**src/rtl/zmod_txrst_seq.sv**
```systemverilog
// TX PLL reset sequencer: pulses the PLL reset, waits for stable lock, then releases serdes and logic resets in order.
// Status counters (lock_loss_cnt, timeout_cnt) exist only when ZMOD_TXRST_STATUS_EN is defined; otherwise they read 0.
module zmod_txrst_seq #(
    parameter int SYNC_STAGES      = 3,
    parameter int PLL_RST_CYCLES   = 16,
    parameter int LOCK_WAIT_CYCLES = 1024,
    parameter int LOCK_TIMEOUT     = 65536,
    parameter int RELEASE_GAP      = 16,
    parameter int CNT_W            = 8
) (
    input  logic             clk,
    input  logic             rst,
    input  logic             pll_locked,
    output logic             pll_rst,
    output logic             serdes_rst,
    output logic             logic_rst,
    output logic             ready,
    output logic [CNT_W-1:0] lock_loss_cnt,
    output logic [CNT_W-1:0] timeout_cnt
);
    localparam int PH_MAX = (PLL_RST_CYCLES > RELEASE_GAP) ? PLL_RST_CYCLES : RELEASE_GAP;
    localparam int PH_W   = $clog2(PH_MAX + 1);
    localparam int STB_W  = $clog2(LOCK_WAIT_CYCLES + 1);
    localparam int TMO_W  = $clog2(LOCK_TIMEOUT + 1);

    typedef enum logic [1:0] {
        S_PLL_RST,
        S_WAIT_LOCK,
        S_REL_SERDES,
        S_RUN
    } state_t;

    state_t                 state_q, state_d;
    logic [SYNC_STAGES-1:0] sync_q;
    logic [PH_W-1:0]        phase_q, phase_d;
    logic [STB_W-1:0]       stable_q, stable_d;
    logic [TMO_W-1:0]       tmo_q, tmo_d;
    logic                   pll_rst_q, serdes_rst_q, logic_rst_q, ready_q;
    logic                   locked_s, lock_lost, lock_tmo;

    assign locked_s = sync_q[SYNC_STAGES-1];

    always_ff @(posedge clk or posedge rst) begin
        if (rst) begin
            sync_q       <= '0;
            state_q      <= S_PLL_RST;
            phase_q      <= '0;
            stable_q     <= '0;
            tmo_q        <= '0;
            pll_rst_q    <= 1'b1;
            serdes_rst_q <= 1'b1;
            logic_rst_q  <= 1'b1;
            ready_q      <= 1'b0;
        end else begin
            sync_q       <= {sync_q[SYNC_STAGES-2:0], pll_locked};
            state_q      <= state_d;
            phase_q      <= phase_d;
            stable_q     <= stable_d;
            tmo_q        <= tmo_d;
            pll_rst_q    <= (state_d == S_PLL_RST);
            serdes_rst_q <= (state_d == S_PLL_RST) || (state_d == S_WAIT_LOCK);
            logic_rst_q  <= (state_d != S_RUN);
            ready_q      <= (state_d == S_RUN);
        end
    end

    // Reset release acts as the entry edge of the first PLL pulse, so a
    // timeout re-entry preloads 1 to give every pulse the same length.
    always_comb begin
        state_d   = state_q;
        phase_d   = phase_q;
        stable_d  = stable_q;
        tmo_d     = tmo_q;
        lock_lost = 1'b0;
        lock_tmo  = 1'b0;
        unique case (state_q)
            S_PLL_RST: begin
                if (32'(phase_q) == PLL_RST_CYCLES) begin
                    state_d  = S_WAIT_LOCK;
                    phase_d  = '0;
                    stable_d = '0;
                    tmo_d    = '0;
                end else begin
                    phase_d = phase_q + 1'b1;
                end
            end
            S_WAIT_LOCK: begin
                stable_d = locked_s ? stable_q + 1'b1 : '0;
                tmo_d    = tmo_q + 1'b1;
                if (locked_s && (32'(stable_q) == LOCK_WAIT_CYCLES - 1)) begin
                    state_d = S_REL_SERDES;
                    phase_d = '0;
                end else if (32'(tmo_q) == LOCK_TIMEOUT - 1) begin
                    state_d  = S_PLL_RST;
                    phase_d  = PH_W'(1);
                    lock_tmo = 1'b1;
                end
            end
            S_REL_SERDES: begin
                if (!locked_s) begin
                    state_d   = S_WAIT_LOCK;
                    stable_d  = '0;
                    tmo_d     = '0;
                    lock_lost = 1'b1;
                end else if (32'(phase_q) == RELEASE_GAP - 1) begin
                    state_d = S_RUN;
                end else begin
                    phase_d = phase_q + 1'b1;
                end
            end
            S_RUN: begin
                if (!locked_s) begin
                    state_d   = S_WAIT_LOCK;
                    stable_d  = '0;
                    tmo_d     = '0;
                    lock_lost = 1'b1;
                end
            end
        endcase
    end

    assign pll_rst    = pll_rst_q;
    assign serdes_rst = serdes_rst_q;
    assign logic_rst  = logic_rst_q;
    assign ready      = ready_q;

`ifdef ZMOD_TXRST_STATUS_EN
    logic [CNT_W-1:0] lock_loss_q, timeout_q;

    always_ff @(posedge clk or posedge rst) begin
        if (rst) begin
            lock_loss_q <= '0;
            timeout_q   <= '0;
        end else begin
            if (lock_lost && (lock_loss_q != {CNT_W{1'b1}}))
                lock_loss_q <= lock_loss_q + 1'b1;
            if (lock_tmo && (timeout_q != {CNT_W{1'b1}}))
                timeout_q <= timeout_q + 1'b1;
        end
    end

    assign lock_loss_cnt = lock_loss_q;
    assign timeout_cnt   = timeout_q;
`else
    logic status_unused;
    assign status_unused = lock_lost ^ lock_tmo;
    assign lock_loss_cnt = '0;
    assign timeout_cnt   = '0;
`endif

endmodule

```
**config.mk**
```make
export PLATFORM = sky130hd
export DESIGN_NAME = zmod_txrst_seq
export DESIGN_NICKNAME = d
export VERILOG_FILES = /design/src/rtl/zmod_txrst_seq.sv
export SDC_FILE = /design/constraint.sdc
export NUM_CORES = 1
export LEC_CHECK = 0
export BUFFER_PORTS_ARGS = -buffer_cell sky130_fd_sc_hd__buf_2
export CORE_UTILIZATION = 55
export DETAILED_ROUTE_END_ITERATION = 16
export GPL_TIMING_DRIVEN = 0
export PLACE_DENSITY = 0.75
export SYNTH_ARGS = -nofsm -noshare
export SYNTH_HDL_FRONTEND = slang
export SYNTH_SLANG_ARGS = --single-unit
export TNS_END_PERCENT = 20
```
**constraint.sdc**
```tcl
create_clock -name clk -period 3.58 [get_ports clk]
set_input_delay 0.716 -clock clk [delete_from_list [all_inputs] [get_ports clk]]
set_output_delay 0.716 -clock clk [all_outputs]
set_load 0.05 [all_outputs]
```
Word level (Yosys, flattened, before mapping) --
Cells that the tools add are included. W data, S select, Z words.
Word-level totals: register bits after elaboration 42, bits of input ports 3, output and inout bits 20, logic and storage cells 55
Cells by class: add/sub/neg operators 3, equal/unequal tests 15, mux-type cells 20, reduce and logical (&&, ||, !) cells 8
Operators by type and width (number):
- $pmux W17 S3 | 1
- $mux W17 | 2
- $mux W11 | 3
- $pmux W11 S3 | 1
- $mux W5 | 5
- $add A17 B1 Y17 const B | 1
- $eq A17 B16 Y1 const B | 1
- $pmux W5 S3 | 1
- $mux W2 | 6
- $add A11 B1 Y11 const B | 1
- $eq A11 B10 Y1 const B | 1
- $ne A2 B2 Y1 const B | 5
- $pmux W2 S4 | 1
- $eq A2 B2 Y1 const B | 3
- $add A5 B1 Y5 const B | 1
- $eq A5 B4 Y1 const B | 1
- $eq A5 B5 Y1 const B | 1
- $eq A2 B1 Y1 const B | 2
- $logic_not A2 Y1 | 2
- $reduce_and A4 Y1 | 1
- $ne A3 B3 Y1 const B | 1
- $reduce_bool A3 Y1 | 1
- $reduce_and A2 Y1 | 1
- $reduce_or A2 Y1 | 1
- other kinds (2) | 2

Logic depth before layout (Yosys ltp) --
Gate-level depths: netlist of the first run.
word-level depth 6, gate-level depth with buffers 9, mapped depth without buffers 9

Least setup slack after synthesis of the first run --
Ideal clock, no wire load.
path type flip-flop to flip-flop, start reg tmo_q[0], end reg state_q[1], setup time 127 ps, arrival 2093 ps, required time 3453 ps, setup slack 1360 ps, cell stages (with the launch flop) 10, path buffers 0, clock period less this slack 2220 ps, cell sequence dfrtp_1 > ha_1 > nand3_2 > or2_1 > nor3_1 > and3_1 > ha_1 > nor2_1 > o211a_1 > or2_2
Between the ends: word-level cells in the longest chain between the ends 4
RTL lines:
- from (decl) | RTL line 37 | logic [TMO_W-1:0] tmo_q, tmo_d;
- from (signal assigned) | RTL line 59 | tmo_q <= tmo_d;
- $eq A17 B16 Y1 | RTL line 93 | end else if (32'(tmo_q) == LOCK_TIMEOUT - 1) begin
- $mux W2 | RTL line 93
- $mux W2 | RTL line 90 | if (locked_s && (32'(stable_q) == LOCK_WAIT_CYCLES - 1)) begin
- $pmux W2 S4 | RTL line 76 | unique case (state_q)
- via state_d[1] | RTL line 33 | state_t state_q, state_d;
- to (signal assigned) | RTL line 56 | state_q <= state_d;
- to (decl) | RTL line 33
The timed path passes the listed nets, and every way through them passes these cells. A chain may end at the register's enable or synchronous reset.

Worst setup path after layout of the first run --
Same ends and word-level chain as after synthesis.

==> results of run 1 <==
==> routing by layer <==
metal / vias to the layer above / track usage / part of all wire
met5: - / 0 / 0
met1: 967 / 0.2799 / 0.48
met3: 7 / 0.03198 / 0.035
met4: 0 / 0.1000 / 0.019
li1: 1014 / - / -
met2: 50 / 0.3504 / 0.47
==> final cells by class <==
class	instances	area [um2]	area share
flip-flops and latches	42	1055	0.3808
well taps	52	65.06	0.02349
plain buffers	24	156.4	0.05646
clock buffers	7	86.33	0.03117
clock inverters	1	5.005	0.001807
multi-input cells	202	1320	0.4765
repair buffers	6	30.03	0.01084
inverters	14	52.55	0.01897
==> final timing paths <==
path                            from     endpoint  slack, ns  depth (start not counted)
max                         tmo_q[0]   state_q[1]       1.03                          9
min                        sync_q[1]    sync_q[2]       0.35                          0
max reg2reg                 tmo_q[0]   state_q[1]       1.03                          9
min reg2reg                sync_q[1]    sync_q[2]       0.35                          0
max in group asynchronous        rst     tmo_q[5]       2.45                          2
min in group asynchronous        rst  stable_q[6]       0.59                          2
==> state kept, by name, indices dropped and copies added (netlist names) <==
name,flops
logic_rst,1
phase_q,5
pll_rst,1
ready,1
serdes_rst,1
stable_q,11
state_q,2
sync_q,3
tmo_q,17
==> power groups by stage <==
stage	clock (mW)	sequential (mW)	combinational, mW
2_1_floorplan	0	0.490	0.0677
3_5_place_dp	0	0.491	0.0742
5_1_grt	0.337	0.483	0.0804
4_1_cts	0.324	0.482	0.0743
3_3_place_gp	0	0.491	0.0738
6_report	0.314	0.482	0.0742
==> cell usage after synthesis (2+ instances only) <==
cell | number | area share
nand3_1 | 20 | 0.040
a21o_1 | 2 | 0.0059
mux2_2 | 2 | 0.0089
nand2_1 | 22 | 0.033
o21ai_1 | 2 | 0.0040
nor2_1 | 9 | 0.013
inv_1 | 14 | 0.021
nand2b_1 | 5 | 0.012
ha_1 | 12 | 0.059
a21oi_1 | 5 | 0.0099
nor3_1 | 4 | 0.0079
buf_2 | 4 | 0.0079
o31ai_1 | 13 | 0.039
or3_1 | 5 | 0.012
dfrtp_1 | 39 | 0.39
clkbuf_1 | 3 | 0.0045
or4_1 | 2 | 0.0059
and3_1 | 6 | 0.015
a31oi_1 | 4 | 0.0099
and2_1 | 3 | 0.0074
dfstp_2 | 3 | 0.031
o2111ai_1 | 2 | 0.0069
nor4_1 | 3 | 0.0074
o21ai_0 | 24 | 0.048
buf_4 | 16 | 0.048
o2bb2ai_1 | 2 | 0.0069
o211ai_1 | 5 | 0.015
==> critical path, stage by stage, from the launching register on <==
cell     delay (ns)
dfrtp_1        0.40
ha_1           0.22
nand3_2        0.13
or2_1          0.30
nor3_1         0.28
and3_1         0.20
ha_1           0.26
nor2_1         0.08
o211a_1        0.26
or2_2          0.30
==> through the flow <==
stage                     hold slack (ns)  worst slack, ns  cell area [um2]
final                              0.3503            1.031             2770
after global routing               0.3766           0.9037             2770
after CTS                          0.3520            1.055             2770
after detailed placement           0.3347            1.085             2679
after global placement             0.3316            1.149             2679
after floorplan                    0.3312            1.360             2584
==> cell families (layout without fill, tap and decap cells) <==
group / count (synthesis) / after routing
flops: 42 / 42
other cells: 1 / 16
simple gates: 91 / 91
fa+ha+maj: 12 / 12
compound gates: 80 / 80
buf+inv: 38 / 52
mux: 3 / 3
==> run_results.csv, run 1 <==
group,metric,value,unit
global_route,grtUsageTotal,0.2144,
worst_setup_path,path_class,"register to register",
clock_network,ctsResizeCount,0,
finish,final_util,0.6318,
global_route,first_global_vias,1824,
detailed_routing,drt-initial-drc-count,148,
clock_network,clkLatencyLatePin,0.30,ns
sta,setup_viol,0,
synthesis,synth-edff-count,0,
min_path,min_path_type,"register to register",
synthesis,synth_compound_area_frac,0.2277,
sta,slew_headroom,0.4293,
floorplanning,rows,24,
clock_network,holdBufCountCts,0,
worst_setup_path,critPathRequiredTime,3.77,ns
detailed_routing,viasPerCell,5.856,
status,status,"finished clean",
synthesis,synth_area,2527,um2
worst_setup_path,crit_path_end_kind,"register",
synthesis,synth.distinct_cells,63,
clock_network,numCtsBuffers,5,
sta,tightest_slew,0.8548,ns
detailed_routing,wl_per_cell,14.01,um
sta,hold_viol,0,
detailed_routing,via_count,2038,
sta,max_freq,392.3,MHz
global_route,grt_first_pass_wirelength,8273,um
clock_network,cts_tree,"built",
finish,area_delta_synth_final,9.604,%
pwr,powerDensity,314.1,nW/um2
synthesis,syn-instance-count,267,
global_route,antenna_found_initial,0,
synthesis,synth_seq_cells,42,
sta,finalCriticalPeriod,2.549,ns
sta,rsz0062_at_grt,"false",
pwr,intPower,651.5,uW
sta,setup_tns,0,ns
detailed_routing,drc,0,
worst_setup_path,worst_setup_path_start_kind,"register",
global_route,overflow,0,
sta,drv_slew,0,
synthesis,synthArstFlopShare,1.000,
pwr,vdd_drop_max,0.1624,mV
finish,final_common_cell,"dfrtp_1",
sta,finClkSkew,0.007709,ns
floorplanning,dieArea,4871,um2
synthesis,postSynthAreaPerCell,9.466,um2
global_route,grt_max_degree,43,
synthesis,synth_xor_area_frac,0,
clock_network,ctsRootBufferMaster,"clkbuf_8",
synthesis,synthSimpleGateAreaFrac,0.1985,
clock_network,postCtsSetupRepairBufs,0,
floorplanning,ios,23,
flow_run,maxCapViolCount,0,
clock_network,cts.clk_slew.worst_paths,0.08,ns
pwr,p_switching,218.6,uW
finish,final_cell_mix,"dfrtp_1, o21ai_0, nand2_1",
pwr,p_seq_frac,0.554,
sta,timing.final.crit_share,0.7120,
place,port-buffer-count,6,
clock_network,h-tree-depth,2,
worst_setup_path,crit_arrival,2.74,ns
detailed_routing,drtPass1Iterations,5,
detailed_routing,wl,4877,um
detailed_routing,ant_nets,0,
pwr,p_total,870.1,uW
pwr,swShare,0.2512,
floorplanning,dieHeight,69.79,um
synthesis,synth.area.mux_share,0.01287,
clock_network,cts_sinks,42,
pwr,p_comb_frac,0.085,
place,gp_congestion,0.8310,
place,dp_cells,340,
clock_network,cts_buffer_depth,2,
finish,fin_cells,348,
synthesis,yosys_most_used_dff,"dfrtp_1",
finish,nets,310,
floorplanning,core,4384,um2
synthesis,synth_top_family_by_area,"compound AO/OA/AOI/OAI gates",
synthesis,synth-warning-count,0,
finish,drive_above_1_share,0.1723,
finish,fillers,390,
place,dp_hpwl,3449,um
floorplanning,start_util,0.5765,
synthesis,synth-adder-area-share,0.05941,
synthesis,ys_seq_area_frac,0.4173,
floorplanning,fp.dieW,69.79,um
pwr,clkPwrFrac,0.361,
pwr,leakagePower,1.276,nW
worst_setup_path,worstPathMaxFanout,5,
finish,n_antenna_cell,0,
No activity file was read; power rests on OpenSTA's default activity.
==> run 2, diff against run 1 <==
clock period = 2.55 ns   (was 3.58 ns; I/O delays follow)
==> run 2 against run 1 <==
Net effect: routed wire length is 0.33% higher; count of clock-buffer cells in the layout stayed put; sequential cell count stayed put; clock power is 41% higher; highest routed layer unchanged.
==> run_results.csv, run 2 (synthesis gave the netlist of run 1 again) <==
group,metric,value,unit
worst_setup_path,rrSetupSlack,0.14,ns
place,dp_cells,340,
sta,setup_tns,0,ns
worst_setup_path,path_class,"register to register",
finish,largest_register,"tmo_q",
global_route,grt_first_pass_wirelength,8273,um
finish,fin_cells,348,
worst_setup_path,critPathRequiredTime,2.74,ns
finish,final_common_cell,"dfrtp_1",
detailed_routing,wl,4893,um
pwr,p_total,1.224,mW
worst_setup_path,path_buf_inv,0,
status,status,"finished clean",
global_route,grt_max_degree,43,
clock_network,cts_buffer_depth,2,
sta,rsz0062_at_grt,"false",
floorplanning,start_util,0.5765,
sta,slew_headroom,0.4312,
detailed_routing,drtPass1Iterations,4,
worst_setup_path,worstPathMaxFanout,5,
finish,area_delta_synth_final,10.30,%
clock_network,cts.clk_slew.worst_paths,0.08,ns
worst_setup_path,crit_chain,"ha_2, nand3_2, or2_4, nor3_2, and3_1, ha_2, nor2_1, o211a_1, or2_2",
worst_setup_path,worst_setup_path_start_kind,"register",
sta,finClkSkew,0.007102,ns
global_route,grtUsageTotal,0.2144,
floorplanning,rows,24,
sta,tightest_slew,0.8519,ns
floorplanning,dieHeight,69.79,um
finish,nets,310,
pwr,leakagePower,1.277,nW
sta,drv_slew,0,
place,gp_congestion,0.8310,
sta,hold_viol,0,
place,dp_hpwl,3449,um
sta,timing.final.crit_share,0.9446,
clock_network,ctsRootBufferMaster,"clkbuf_8",
worst_setup_path,cpMostUsedCell,"ha_2",
detailed_routing,ant_nets,0,
finish,drive_above_1_share,0.1892,
detailed_routing,viasPerCell,5.764,
detailed_routing,via_count,2006,
global_route,overflow,0,
clock_network,cts_sinks,42,
finish,final_cell_mix,"dfrtp_1, o21ai_0, nand2_1",
finish,top_regs,"tmo_q x17, stable_q x11, phase_q x5",
detailed_routing,drc,0,
clock_network,postCtsSetupRepairBufs,0,
min_path,min_path_type,"primary input to register",
floorplanning,ios,23,
global_route,first_global_vias,1824,
floorplanning,dieArea,4871,um2
flow_run,maxCapViolCount,0,
finish,largest_register_ffs,17,
finish,n_antenna_cell,0,
pwr,powerDensity,438.9,nW/um2
sta,setup_viol,0,
clock_network,h-tree-depth,2,
floorplanning,core,4384,um2
worst_setup_path,cp_top_family,"simple AND/OR/NAND/NOR gates",
worst_setup_path,cpMaxStageDelayCell,"dfrtp_1",
place,port-buffer-count,6,
worst_setup_path,crit_path_max_incr_delay,0.41,ns
sta,max_freq,415.2,MHz
worst_setup_path,crit_path_end_kind,"register",
pwr,vdd_drop_max,0.2294,mV
clock_network,numCtsBuffers,5,
clock_network,clkLatencyLatePin,0.30,ns
sta,finalCriticalPeriod,2.409,ns
worst_setup_path,crit_arrival,2.60,ns
clock_network,cts_tree,"built",
floorplanning,fp.dieW,69.79,um
detailed_routing,drt-initial-drc-count,138,
detailed_routing,wl_per_cell,14.06,um
global_route,antenna_found_initial,0,
[run 2: changes by cell type in the layout (fill, tap and decap cells not counted)]
cell and delta:
ha_1 -2, ha_2 +2, nand3_1 -1, nand3_2 +1
nor3_1 -1, nor3_2 +1, or2_1 -1, or2_4 +1
[run 2: what timing repair did]
item,4_1_cts,5_1_grt
hold buffers,0,0
endpoints found under the setup margin,0,8
resized for setup,0,5
[run 2: final cells by class]
class,instances,area (um2)
multi-input combinational,202,1338
inverter,14,52.55
fill,389,1597
sequential,42,1055
timing repair buffer,6,30.03
clock inverter,1,5.005
buffer,24,156.4
clock buffer,7,86.33
tap,52,65.06
[run 2: worst reg2reg max path: stages (launching register included)]
cell,delay [ns]
dfrtp_1,0.41
ha_2,0.22
nand3_2,0.12
or2_4,0.30
nor3_2,0.21
and3_1,0.19
ha_2,0.23
nor2_1,0.06
o211a_1,0.26
or2_2,0.30
[run 2: report_power, final]
group / total, mW / internal, mW / switching, mW
clock network: 0.443 / 0.218 / 0.224
logic: 0.104 / 0.0245 / 0.0798
registers: 0.677 / 0.672 / 0.00480
total: 1.22 / 0.915 / 0.309
[run 2: per-layer routing]
| layer | up-vias | part of all wire | GRT usage |
|---|---|---|---|
| li1 | 1014 | - | - |
| met1 | 939 | 0.47 | 0.2799 |
| met2 | 44 | 0.47 | 0.3504 |
| met3 | 9 | 0.037 | 0.03198 |
| met4 | 0 | 0.020 | 0.1000 |
| met5 | - | 0 | 0 |
[run 2: stage by stage]
| step | hold slack [ns] | setup WS (ns) | util | cell area [um2] |
|---|---|---|---|---|
| 2_1_floorplan | 0.3312 | 0.3301 | - | 2584 |
| 3_3_place_gp | 0.3316 | 0.1186 | 0.6110 | 2679 |
| 3_5_place_dp | 0.3347 | 0.05535 | 0.6110 | 2679 |
| 4_1_cts | 0.3058 | 0.02508 | 0.6318 | 2770 |
| 5_1_grt | 0.3076 | 0.02005 | 0.6358 | 2788 |
| 6_report | 0.3161 | 0.1413 | 0.6358 | 2788 |
[run 2: path summary, 6_finish.rpt]
kind                             from          end  depth (start not counted)
max in group asynchronous         rst     tmo_q[5]                          2
min reg2reg                 sync_q[1]    sync_q[2]                          0
max reg2reg                  tmo_q[0]   state_q[1]                          9
min in group asynchronous         rst  stable_q[6]                          2
min                        pll_locked    sync_q[0]                          1
max                          tmo_q[0]   state_q[1]                          9
==> run 3, diff against run 2 <==
SETUP_SLACK_MARGIN = 0.5   (was unset)
==> run 3 against run 2 <==
Net effect: global-route usage up 2.1 points; via count rose by 5.9%; cell area grew 7.9%; non-clock buffer count is 14 higher; clock power grew 21%; fmax rose by 15%; sequential cell count is the same; sequential power is essentially flat; combinational power hardly changed; routed wire length rose by 9.9%; die area did not move; critical endpoint unchanged.
==> run_results.csv, run 3 (synthesis gave the netlist of run 1 again) <==
group,metric,value,unit
status,status,"finished clean",
detailed_routing,wl_per_cell,14.86,um
finish,fillers,341,
sta,hold_viol,0,
finish,final_cell_mix,"dfrtp_1, buf_4, o21ai_0",
place,port-buffer-count,6,
worst_setup_path,critPathRequiredTime,2.75,ns
sta,setup_tns,0,ns
worst_setup_path,cp.depth,9,
worst_setup_path,path_buf_inv,0,
clock_network,numCtsBuffers,5,
global_route,grt_max_degree,43,
finish,fin_cells,362,
sta,setup_viol,0,
floorplanning,dieHeight,69.79,um
worst_setup_path,worst_setup_path_start_kind,"register",
detailed_routing,wl,5378,um
clock_network,cts_buffer_depth,2,
sta,finalCriticalPeriod,2.090,ns
worst_setup_path,worstRegToRegCells,9,
finish,n_antenna_cell,0,
finish,final_cell_area,3008,um2
min_path,min_path_type,"primary input to register",
floorplanning,start_util,0.5765,
pwr,leakagePower,1.386,nW
place,dp_hpwl,3500,um
sta,timing.final.crit_share,0.8198,
pwr,powerDensity,438.7,nW/um2
clock_network,cts.clk_slew.worst_paths,0.08,ns
sta,rsz0062_at_grt,"true",
detailed_routing,via_count,2125,
finish,nets,324,
clock_network,h-tree-depth,2,
worst_setup_path,worstPathMaxFanout,5,
sta,slew_headroom,0.4313,
floorplanning,fp.dieW,69.79,um
worst_setup_path,path_class,"register to register",
place,dp_cells,340,
worst_setup_path,cp_top_family,"simple AND/OR/NAND/NOR gates",
finish,area_delta_synth_final,19.01,%
clock_network,holdBufCountCts,0,
finish,drive_above_1_share,0.2548,
min_path,hold_depth,1,
clock_network,cts_sinks,42,
sta,drv_slew,0,
worst_setup_path,cpMaxStageDelayCell,"dfrtp_1",
global_route,grt_first_pass_wirelength,9163,um
finish,largest_register,"tmo_q",
floorplanning,dieArea,4871,um2
pwr,swShare,0.2508,
detailed_routing,viasPerCell,5.870,
floorplanning,core,4384,um2
clock_network,clkLatencyLatePin,0.30,ns
sta,finClkSkew,0.009709,ns
detailed_routing,drc,0,
sta,max_freq,478.4,MHz
worst_setup_path,crit_path_end_kind,"register",
detailed_routing,drt-initial-drc-count,163,
sta,tightest_slew,0.8519,ns
detailed_routing,ant_nets,0,
worst_setup_path,crit_chain,"ha_4, nand3_4, or2_4, nor3_4, and3_4, ha_4, nor2_2, o211a_1, or2_4",
global_route,antenna_found_initial,0,
finish,final_util,0.6861,
clock_network,cts_tree,"built",
floorplanning,ios,23,
pwr,clkPwrFrac,0.408,
pwr,p_switching,330.9,uW
finish,final_common_cell,"dfrtp_1",
detailed_routing,drtPass1Iterations,4,
global_route,first_global_vias,2017,
pwr,intPower,988.7,uW
finish,top_regs,"tmo_q x17, stable_q x11, phase_q x5",
place,placed_cell_area,2694,um2
worst_setup_path,crit_path_max_incr_delay,0.40,ns
global_route,overflow,0,
finish,largest_register_ffs,17,
pwr,vdd_drop_max,0.3192,mV
pwr,p_seq_frac,0.513,
global_route,grtUsageTotal,0.2350,
pwr,p_comb_frac,0.080,
floorplanning,rows,24,
clock_network,ctsRootBufferMaster,"clkbuf_8",
worst_setup_path,crit_arrival,2.29,ns
place,gp_congestion,0.8010,
flow_run,maxCapViolCount,0,
[run 3: power by group through the flow]
stage | registers, mW | clock network (mW) | logic (mW)
finish | 0.677 | 0.538 | 0.105
global route | 0.678 | 0.571 | 0.114
CTS | 0.677 | 0.546 | 0.105
detailed placement | 0.690 | 0 | 0.105
global placement | 0.689 | 0 | 0.104
floorplan | 0.689 | 0 | 0.0951
[run 3: area by class of cell]
class / count / area [um2] / share of cell area
clock inverters: 2 / 37.54 / 0.01248
repair buffers: 20 / 135.1 / 0.04493
clock buffers: 6 / 72.57 / 0.02413
inverters: 14 / 52.55 / 0.01747
multi-input cells: 202 / 1430 / 0.4755
well taps: 52 / 65.06 / 0.02163
flip-flops and latches: 42 / 1056 / 0.3511
plain buffers: 24 / 158.9 / 0.05283
[run 3: final timing paths]
check | from | to | slack [ns]
hold reg to reg | sync_q[0] | sync_q[1] | 0.36
setup / recovery | tmo_q[1] | state_q[1] | 0.46
max in group asynchronous | rst | state_q[0] | 1.60
min in group asynchronous | rst | stable_q[8] | 0.37
hold / removal | pll_locked | sync_q[0] | 0.31
setup reg to reg | tmo_q[1] | state_q[1] | 0.46
[run 3: timing repair]
action,4_1_cts,5_1_grt
pin swaps,7,1
gates resized for setup,11,7
hold endpoints to repair,0,0
setup endpoints to repair,21,34
setup buffers,9,5
[run 3: routing by layer]
metal,vias to the layer above,share of wire,track usage
met4,0,0.022,0.1111
li1,1044,-,-
met1,1006,0.45,0.3105
met2,62,0.49,0.3793
met3,13,0.043,0.03488
met5,-,0,0
[run 3: stage by stage]
step	total power, mW	worst slack [ns]	hold slack, ns
3_5_place_dp	0.7946	0.3022	0.3379
6_report	1.320	0.4595	0.3112
5_1_grt	1.363	0.3584	0.3028
4_1_cts	1.328	0.4411	0.3021
3_3_place_gp	0.7930	0.3049	0.3317
2_1_floorplan	0.7836	0.5088	0.3312
[run 3: worst register-to-register path, cell delays in order, from the launching register on]
cell and delay (ns):
dfrtp_1 0.40, ha_4 0.17, nand3_4 0.09, or2_4 0.29, nor3_4 0.13, and3_4 0.22
ha_4 0.16, nor2_2 0.03, o211a_1 0.27, or2_4 0.24
